$ cat src/rtl/udp_rx_parser_pkg.sv
// Shared Ethernet/IPv4/UDP constants, parser state codes and a ones-complement adder.
// Also intended for a future TX header builder.
package udp_rx_parser_pkg;

  localparam int          ETH_HDR_LEN    = 14;
  localparam int          IP_HDR_LEN     = 20;
  localparam int          UDP_HDR_LEN    = 8;
  localparam logic [15:0] ETHERTYPE_IPV4 = 16'h0800;
  localparam logic [7:0]  IP_PROTO_UDP   = 8'd17;
  localparam logic [47:0] MAC_BCAST      = 48'hFFFF_FFFF_FFFF;

  localparam logic [2:0] ST_IDLE    = 3'd0;
  localparam logic [2:0] ST_ETH_HDR = 3'd1;
  localparam logic [2:0] ST_IP_HDR  = 3'd2;
  localparam logic [2:0] ST_UDP_HDR = 3'd3;
  localparam logic [2:0] ST_PAYLOAD = 3'd4;
  localparam logic [2:0] ST_DRAIN   = 3'd5;
  localparam logic [2:0] ST_DROP    = 3'd6;

  function automatic logic [15:0] oc_add(input logic [15:0] a, input logic [15:0] b);
    logic [16:0] s;
    s = {1'b0, a} + {1'b0, b};
    return s[15:0] + {15'd0, s[16]};
  endfunction

endpackage

$ cat src/rtl/udp_rx_parser_if.sv
// MAC byte stream in, UDP payload bytes and datagram metadata out.
// master = MAC side driving rx_*, slave = parser.
interface udp_rx_parser_if;
  logic [7:0]  rx_data;
  logic        rx_valid;
  logic [7:0]  data_out;
  logic        udp_data_valid;
  logic [31:0] udp_src_ip;
  logic [15:0] udp_src_port;
  logic [15:0] udp_pay_len;
  logic        frame_drop;

  modport master (
    output rx_data, rx_valid,
    input  data_out, udp_data_valid, udp_src_ip, udp_src_port, udp_pay_len, frame_drop
  );

  modport slave (
    input  rx_data, rx_valid,
    output data_out, udp_data_valid, udp_src_ip, udp_src_port, udp_pay_len, frame_drop
  );
endinterface

$ cat src/rtl/udp_rx_parser_ip_csum_acc.sv
// Byte-pair ones-complement accumulator; sum_o reflects completed 16-bit words one cycle
// after the second byte of each pair. No backpressure.
module ip_csum_acc
  import udp_rx_parser_pkg::*;
(
  input  logic        aclk,
  input  logic        aresetn,
  input  logic        clr_i,
  input  logic        byte_en_i,
  input  logic [7:0]  byte_i,
  output logic [15:0] sum_o
);
  logic [15:0] sum_q, sum_d;
  logic [7:0]  hi_q, hi_d;
  logic        odd_q, odd_d;

  always_comb begin
    sum_d = sum_q;
    hi_d  = hi_q;
    odd_d = odd_q;
    if (clr_i) begin
      sum_d = '0;
      hi_d  = '0;
      odd_d = 1'b0;
    end else if (byte_en_i) begin
      if (odd_q) begin
        sum_d = oc_add(sum_q, {hi_q, byte_i});
        odd_d = 1'b0;
      end else begin
        hi_d  = byte_i;
        odd_d = 1'b1;
      end
    end
  end

  always_ff @(posedge aclk or negedge aresetn) begin
    if (!aresetn) begin
      sum_q <= '0;
      hi_q  <= '0;
      odd_q <= 1'b0;
    end else begin
      sum_q <= sum_d;
      hi_q  <= hi_d;
      odd_q <= odd_d;
    end
  end

  assign sum_o = sum_q;
endmodule

$ cat src/rtl/udp_rx_parser.sv
// Ethernet II / IPv4 / UDP receive filter forwarding only the datagram payload.
// Payload out 1 cycle after the rx byte; purely streaming, no backpressure.
module udp_rx_parser
  import udp_rx_parser_pkg::*;
#(
  parameter logic [47:0] LOCAL_MAC  = 48'h02_00_00_00_00_01,
  parameter logic [31:0] LOCAL_IP   = 32'hC0A8_0164,
  parameter logic [15:0] LOCAL_PORT = 16'd5000,
  parameter bit          CHECK_CSUM = 1'b1
) (
  input logic            aclk,
  input logic            aresetn,
  udp_rx_parser_if.slave bus
);
  logic [2:0]  state_q, state_d;
  logic [5:0]  cnt_q, cnt_d;
  logic        ucast_q, ucast_d, bcast_q, bcast_d;
  logic [15:0] tot_len_q, tot_len_d, udp_len_q, udp_len_d, pay_cnt_q, pay_cnt_d;
  logic [31:0] sip_sh_q, sip_sh_d, sip_q, sip_d;
  logic [15:0] sport_sh_q, sport_sh_d, sport_q, sport_d, plen_q, plen_d;
  logic [7:0]  dout_q, dout_d;
  logic        dvld_q, dvld_d, drop_q, drop_d;
  logic        csum_clr, csum_en, bad;
  logic [15:0] csum_sum, ulen;
  logic [7:0]  mac_b, ip_b, port_b;

  // Expected byte of each local address for the current header offset.
  assign mac_b  = 8'(LOCAL_MAC >> (6'd40 - {cnt_q[2:0], 3'b000}));
  assign ip_b   = 8'(LOCAL_IP >> {~cnt_q[1:0], 3'b000});
  assign port_b = 8'(LOCAL_PORT >> {~cnt_q[0], 3'b000});
  assign ulen   = {udp_len_q[7:0], bus.rx_data};

  ip_csum_acc u_csum (
    .aclk      (aclk),
    .aresetn   (aresetn),
    .clr_i     (csum_clr),
    .byte_en_i (csum_en),
    .byte_i    (bus.rx_data),
    .sum_o     (csum_sum)
  );

  always_comb begin
    state_d = state_q;  cnt_d = cnt_q;  ucast_d = ucast_q;  bcast_d = bcast_q;
    tot_len_d = tot_len_q;  udp_len_d = udp_len_q;  pay_cnt_d = pay_cnt_q;
    sip_sh_d = sip_sh_q;  sport_sh_d = sport_sh_q;
    sip_d = sip_q;  sport_d = sport_q;  plen_d = plen_q;
    dout_d = dout_q;  dvld_d = 1'b0;  drop_d = 1'b0;
    csum_clr = 1'b0;  csum_en = 1'b0;  bad = 1'b0;
    case (state_q)
      ST_IDLE: begin
        csum_clr = 1'b1;
        if (bus.rx_valid) begin
          ucast_d = (bus.rx_data == LOCAL_MAC[47:40]);
          bcast_d = (bus.rx_data == MAC_BCAST[47:40]);
          bad     = (bus.rx_data != LOCAL_MAC[47:40]) && (bus.rx_data != MAC_BCAST[47:40]);
          cnt_d   = 6'd1;
          state_d = ST_ETH_HDR;
        end
      end
      ST_ETH_HDR: begin
        if (!bus.rx_valid) begin
          state_d = ST_IDLE;
          drop_d  = 1'b1;
        end else begin
          cnt_d = cnt_q + 6'd1;
          if (cnt_q < 6'd6) begin
            ucast_d = ucast_q && (bus.rx_data == mac_b);
            bcast_d = bcast_q && (bus.rx_data == MAC_BCAST[7:0]);
            bad     = !(ucast_q && (bus.rx_data == mac_b)) &&
                      !(bcast_q && (bus.rx_data == MAC_BCAST[7:0]));
          end else if (cnt_q == 6'd12) begin
            bad = (bus.rx_data != ETHERTYPE_IPV4[15:8]);
          end else if (cnt_q == 6'(ETH_HDR_LEN - 1)) begin
            bad     = (bus.rx_data != ETHERTYPE_IPV4[7:0]);
            cnt_d   = '0;
            state_d = ST_IP_HDR;
          end
        end
      end
      ST_IP_HDR: begin
        if (!bus.rx_valid) begin
          state_d = ST_IDLE;
          drop_d  = 1'b1;
        end else begin
          csum_en = 1'b1;
          cnt_d   = cnt_q + 6'd1;
          case (cnt_q)
            6'd0:                   bad = (bus.rx_data != 8'h45);
            6'd2, 6'd3:             tot_len_d = {tot_len_q[7:0], bus.rx_data};
            6'd6:                   bad = (bus.rx_data[5:0] != 6'd0);  // MF + offset high bits
            6'd7:                   bad = (bus.rx_data != 8'd0);
            6'd9:                   bad = (bus.rx_data != IP_PROTO_UDP);
            6'd12, 6'd13, 6'd14, 6'd15: sip_sh_d = {sip_sh_q[23:0], bus.rx_data};
            6'd16, 6'd17, 6'd18:    bad = (bus.rx_data != ip_b);
            6'(IP_HDR_LEN - 1): begin
              bad     = (bus.rx_data != ip_b);
              cnt_d   = '0;
              state_d = ST_UDP_HDR;
            end
            default: ;
          endcase
        end
      end
      ST_UDP_HDR: begin
        if (!bus.rx_valid) begin
          state_d = ST_IDLE;
          drop_d  = 1'b1;
        end else begin
          cnt_d = cnt_q + 6'd1;
          case (cnt_q)
            // Accumulator holds the full IP header sum one byte after the header ends.
            6'd0: begin
              sport_sh_d = {sport_sh_q[7:0], bus.rx_data};
              bad        = CHECK_CSUM && (csum_sum != 16'hFFFF);
            end
            6'd1:       sport_sh_d = {sport_sh_q[7:0], bus.rx_data};
            6'd2, 6'd3: bad = (bus.rx_data != port_b);
            6'd4:       udp_len_d = ulen;
            6'd5: begin
              udp_len_d = ulen;
              bad = (ulen < 16'(UDP_HDR_LEN)) || (({1'b0, ulen} + 17'(IP_HDR_LEN)) > {1'b0, tot_len_q});
            end
            6'(UDP_HDR_LEN - 1): begin
              sip_d     = sip_sh_q;
              sport_d   = sport_sh_q;
              plen_d    = udp_len_q - 16'(UDP_HDR_LEN);
              pay_cnt_d = udp_len_q - 16'(UDP_HDR_LEN);
              state_d   = (udp_len_q == 16'(UDP_HDR_LEN)) ? ST_DRAIN : ST_PAYLOAD;
            end
            default: ;
          endcase
        end
      end
      ST_PAYLOAD: begin
        if (bus.rx_valid) begin
          dout_d    = bus.rx_data;
          dvld_d    = 1'b1;
          pay_cnt_d = pay_cnt_q - 16'd1;
          if (pay_cnt_q == 16'd1) state_d = ST_DRAIN;
        end else begin
          state_d = ST_IDLE;
          drop_d  = 1'b1;
        end
      end
      ST_DRAIN, ST_DROP: begin
        if (!bus.rx_valid) state_d = ST_IDLE;
      end
      default: state_d = ST_IDLE;
    endcase
    // The 42-byte header guarantees the inter-datagram strobe gap, so IDLE never stalls.
    if (bad) begin
      state_d = ST_DROP;
      drop_d  = 1'b1;
    end
  end

  always_ff @(posedge aclk or negedge aresetn) begin
    if (!aresetn) begin
      state_q <= ST_IDLE;  cnt_q <= '0;  ucast_q <= 1'b0;  bcast_q <= 1'b0;
      tot_len_q <= '0;  udp_len_q <= '0;  pay_cnt_q <= '0;
      sip_sh_q <= '0;  sport_sh_q <= '0;  sip_q <= '0;  sport_q <= '0;  plen_q <= '0;
      dout_q <= '0;  dvld_q <= 1'b0;  drop_q <= 1'b0;
    end else begin
      state_q <= state_d;  cnt_q <= cnt_d;  ucast_q <= ucast_d;  bcast_q <= bcast_d;
      tot_len_q <= tot_len_d;  udp_len_q <= udp_len_d;  pay_cnt_q <= pay_cnt_d;
      sip_sh_q <= sip_sh_d;  sport_sh_q <= sport_sh_d;  sip_q <= sip_d;  sport_q <= sport_d;
      plen_q <= plen_d;  dout_q <= dout_d;  dvld_q <= dvld_d;  drop_q <= drop_d;
    end
  end

  assign bus.data_out       = dout_q;
  assign bus.udp_data_valid = dvld_q;
  assign bus.udp_src_ip     = sip_q;
  assign bus.udp_src_port   = sport_q;
  assign bus.udp_pay_len    = plen_q;
  assign bus.frame_drop     = drop_q;
endmodule
$ cat src/flat_wrapper.sv
// flat-port wrapper written by rule: the top's interface ports become plain ports
module udp_rx_parser_flat import udp_rx_parser_pkg::*;
#(
  parameter logic [47:0] LOCAL_MAC  = 48'h02_00_00_00_00_01,
  parameter logic [31:0] LOCAL_IP   = 32'hC0A8_0164,
  parameter logic [15:0] LOCAL_PORT = 16'd5000,
  parameter bit          CHECK_CSUM = 1'b1
)
  (aclk, aresetn, bus_rx_data, bus_rx_valid, bus_data_out, bus_udp_data_valid, bus_udp_src_ip, bus_udp_src_port, bus_udp_pay_len, bus_frame_drop);
  udp_rx_parser_if bus_i ();
  input logic aclk;
  input logic aresetn;
  input wire logic [$bits(bus_i.rx_data)-1:0] bus_rx_data;
  input wire logic [$bits(bus_i.rx_valid)-1:0] bus_rx_valid;
  output wire logic [$bits(bus_i.data_out)-1:0] bus_data_out;
  output wire logic [$bits(bus_i.udp_data_valid)-1:0] bus_udp_data_valid;
  output wire logic [$bits(bus_i.udp_src_ip)-1:0] bus_udp_src_ip;
  output wire logic [$bits(bus_i.udp_src_port)-1:0] bus_udp_src_port;
  output wire logic [$bits(bus_i.udp_pay_len)-1:0] bus_udp_pay_len;
  output wire logic [$bits(bus_i.frame_drop)-1:0] bus_frame_drop;
  assign bus_i.rx_data = bus_rx_data;
  assign bus_i.rx_valid = bus_rx_valid;
  assign bus_data_out = bus_i.data_out;
  assign bus_udp_data_valid = bus_i.udp_data_valid;
  assign bus_udp_src_ip = bus_i.udp_src_ip;
  assign bus_udp_src_port = bus_i.udp_src_port;
  assign bus_udp_pay_len = bus_i.udp_pay_len;
  assign bus_frame_drop = bus_i.frame_drop;
  udp_rx_parser #(.LOCAL_MAC(LOCAL_MAC), .LOCAL_IP(LOCAL_IP), .LOCAL_PORT(LOCAL_PORT), .CHECK_CSUM(CHECK_CSUM)) u_core (.aclk(aclk), .aresetn(aresetn), .bus(bus_i));
endmodule
$ cat config.mk
export PLATFORM = sky130hd
export DESIGN_NAME = udp_rx_parser_flat
export DESIGN_NICKNAME = d
export VERILOG_FILES = /design/src/rtl/udp_rx_parser_pkg.sv /design/src/rtl/udp_rx_parser_if.sv /design/src/rtl/udp_rx_parser_ip_csum_acc.sv /design/src/rtl/udp_rx_parser.sv /design/src/flat_wrapper.sv
export SDC_FILE = /design/constraint.sdc
export NUM_CORES = 1
export LEC_CHECK = 0
export ABC_AREA = 1
export CAP_MARGIN = 20
export CORE_UTILIZATION = 50
export CTS_BUF_LIST = sky130_fd_sc_hd__clkbuf_4 sky130_fd_sc_hd__clkbuf_8
export CTS_CLUSTER_DIAMETER = 150
export DETAILED_ROUTE_END_ITERATION = 8
export PLACE_DENSITY = 0.7
export SKIP_LAST_GASP = 1
export SLEW_MARGIN = 25
export SYNTH_ARGS = -nofsm -noshare
export SYNTH_HDL_FRONTEND = slang
export SYNTH_HIERARCHICAL = 1
export SYNTH_SLANG_ARGS = --single-unit
$ cat constraint.sdc
create_clock -name aclk -period 4.3 [get_ports aclk]
set_input_delay 0.43 -clock aclk [delete_from_list [all_inputs] [get_ports aclk]]
set_output_delay 0.43 -clock aclk [all_outputs]
set_load 0.02 [all_outputs]
==> flow_summary.toml <==
[outcome]
outcome = "complete, but fails checks"
violations = "design-rule violations"

[yosys]
synthSimpleGateAreaFrac_pct = 26.2
synth_top_cells_by_count = "nand2_1, dfrtp_1, inv_1"
yosysTopAreaCellShare_pct = 45.4
ys.flop_type = "dfrtp_1"
synth-xor-area-share_pct = 1.62
synth_compound_gate_area_share_pct = 12.8
yosysWarningCount = 6
synth_top_cell_by_area = "dfrtp_1"
ys_ff_latch = 206
ys_types = 48
synth_most_common_cell = "nand2_1"
async_flop_share_pct = 100
syn_area_um2 = 11400
synth_fa_ha_area_share_pct = 5.25
avgSynthCellArea_um2 = 7.72
synth_edf_count = 0
synthCells = 1471
synth_top_family_by_area = "simple AND/OR/NAND/NOR gates"
synth_nets = 1529
synthTopCellsByArea = "dfrtp_1, nand2_1, o21ai_0"
yosysSeqAreaShare_pct = 45.4
synthMuxAreaShare_pct = 0

[global_routing]
grt_antenna_before_repair = 0
grt.total_usage_pct = 24.6
overflow = 0
grt_pass1_vias = 9328
grt_pass1_wl_mm = 46.5
grt_max_degree = 117

[flow_run]
cap_violations = 0

[sta]
finalHoldWorstSlack_ps = 385
fin_setup_tns_ps = 0
max_freq_mhz = 288
slew_viol_final = 0
slew_headroom_pct = 39.2
finalCritPeriodShare_pct = 80.9
rsz0062_at_grt = "false"
finalSetupViolations = 0
fin_skew_ps = 47.2
worstMarginPinSlew_ps = 910
finalCriticalPeriod_ps = 3480
hold_viol_final = 0

[worst_hold_path]
hold_path_class = "in -> async"

[drt]
vias_per_cell = 5.31
drtIter0Drc = 657
drtAntennaViolNets = 0
num_vias = 9930
route.detailed.drc = 11
wire_per_inst_um = 14.9
wl_mm = 27.9
drtPass1Iterations = 7

[final_layout]
layout-drive-gt1-share_pct = 8.93
seq_area_um2 = 5150
final_nets = 1626
antennaDiodeCount = 0
area_delta_synth_final_pct = 16.7
multiInputGateArea_um2 = 5220
fillCellCount = 2058

[setup_path]
critical_path.startpoint_type = "input pin"
slowest_delay_ps = 510
cp_slowest_cell = "clkdlybuf4s50_1"
worstPathRequired_ps = 4700
path_common_cell = "nand2_1"
path_class = "in -> reg"
crit_arrival_ps = 3880
cp_max_fo = 4
cp-end-kind = "register"

[clock_tree]
cts_buffers = 36
path_clk_slew_ps = 60
cts-root-buf = "clkbuf_8"
ctsHoldBuffers = 0
clock_latency_ps = 540
htree_num_levels = 2
tritoncts = "done"
clock_path_buffers = 3
numClockSinks = 206
cts_setup_buffers = 0
cts_resized = 0

[placement]
hpwlAfterDp_mm = 20.5
gp_congestion = 0.940
io_buffer_count = 84

[die]
num_rows = 54
core-area_um2 = 22000
fp.dieW_um = 153
dieArea_um2 = 23300
pin_count = 85
die_h_um = 153
start_util_pct = 51.5

[pwr]
vdd_drop_max_uv = 289
power.density_nw_per_um2 = 595
leakagePower_nw = 6.50
-- power breakdown --
group	total (mW)	internal (mW)	switching [mW]
Clock	1.77	0.984	0.789
Combinational	3.34	1.17	2.16
Sequential	2.78	2.39	0.384
-- layout make-up --
| cell class | instances | area share (%) |
|---|---|---|
| clock inverter | 11 | 0.510 |
| sequential | 206 | 38.9 |
| clock buffer | 50 | 4.91 |
| inverter | 213 | 6.06 |
| tap | 280 | 2.64 |
| multi-input combinational | 1010 | 39.4 |
| timing repair buffer | 101 | 7.60 |
-- registers in the layout (all words and copies together), names as in the netlist, 3 cells and up --
signal / flops
u_core/u_csum/sum_o: 16
u_core/udp_len_q: 16
u_core/bus.data_out: 8
u_core/pay_cnt_q: 16
u_core/tot_len_q: 16
u_core/cnt_q: 6
u_core/bus.udp_src_port: 16
u_core/bus.udp_pay_len: 16
u_core/bus.udp_src_ip: 32
u_core/sport_sh_q: 16
u_core/state_q: 3
u_core/sip_sh_q: 32
u_core/u_csum/hi_q: 8
-- metrics by stage --
step	power, mW	worst slack, ps	instance area [um2]	utilization, %	cells
after floorplan	5.01	1190	11400	-	1471
after global placement	6.05	457	12500	56.7	1808
after detailed placement	6.10	303	12500	56.7	1808
after CTS	7.92	847	13200	60.0	1869
after global routing	8.50	465	13200	60.2	1871
final	7.89	822	13200	60.2	1871
-- routing by layer --
metal	vias up	global-route usage, %	share of wire (%)
li1	4942	-	-
met1	4645	34.9	46
met2	285	38.3	45
met3	58	3.67	5.5
met4	0	8.99	2.8
met5	-	0	0
-- logic make-up (layout without fill, tap and decap cells) --
group	Yosys count	count (layout)
compound gates	268	268
flops	206	206
fa+ha+maj	47	47
simple gates	674	674
xor+xnor	21	21
buf+inv	255	375
-- worst max-delay path, delay by kind of cell --
family | cells | cell delay (ps)
buffers and inverters | 3 | 700
adders and majority gates | 3 | 800
AOI/OAI and AO/OA | 2 | 250
and+or+nand+nor | 17 | 1710
-- final timing paths --
| check | start | endpoint | slack [ps] | cells past startpoint |
|---|---|---|---|---|
| min in group aclk | u_core/bus.udp_src_ip[28] | u_core/bus.udp_src_ip[28] | 470 | 2 |
| hold reg to reg | u_core/bus.udp_src_ip[28] | u_core/bus.udp_src_ip[28] | 470 | 2 |
| setup reg to reg | u_core/u_csum/sum_o[0] | u_core/u_csum/sum_o[15] | 850 | 24 |
| hold / removal | aresetn | u_core/bus.udp_src_ip[24] | 380 | 2 |
| max in group asynchronous | aresetn | u_core/bus.udp_src_port[11] | 2800 | 4 |
| setup / recovery | bus_rx_data[0] | u_core/u_csum/sum_o[15] | 820 | 25 |
-- cells in the final DEF, fill, tap and decap left out, types with 14 or more instances in the layout --
cell	instances
a21oi_1	47
dfrtp_1	206
xor2_1	19
ha_1	46
nand3_1	74
buf_4	14
o21ai_0	177
nand4_1	23
nand2_1	411
clkbuf_8	45
nor2_1	94
inv_1	196
nor3_1	19
clkdlybuf4s50_1	83
Power figures use the tool's default switching activity.
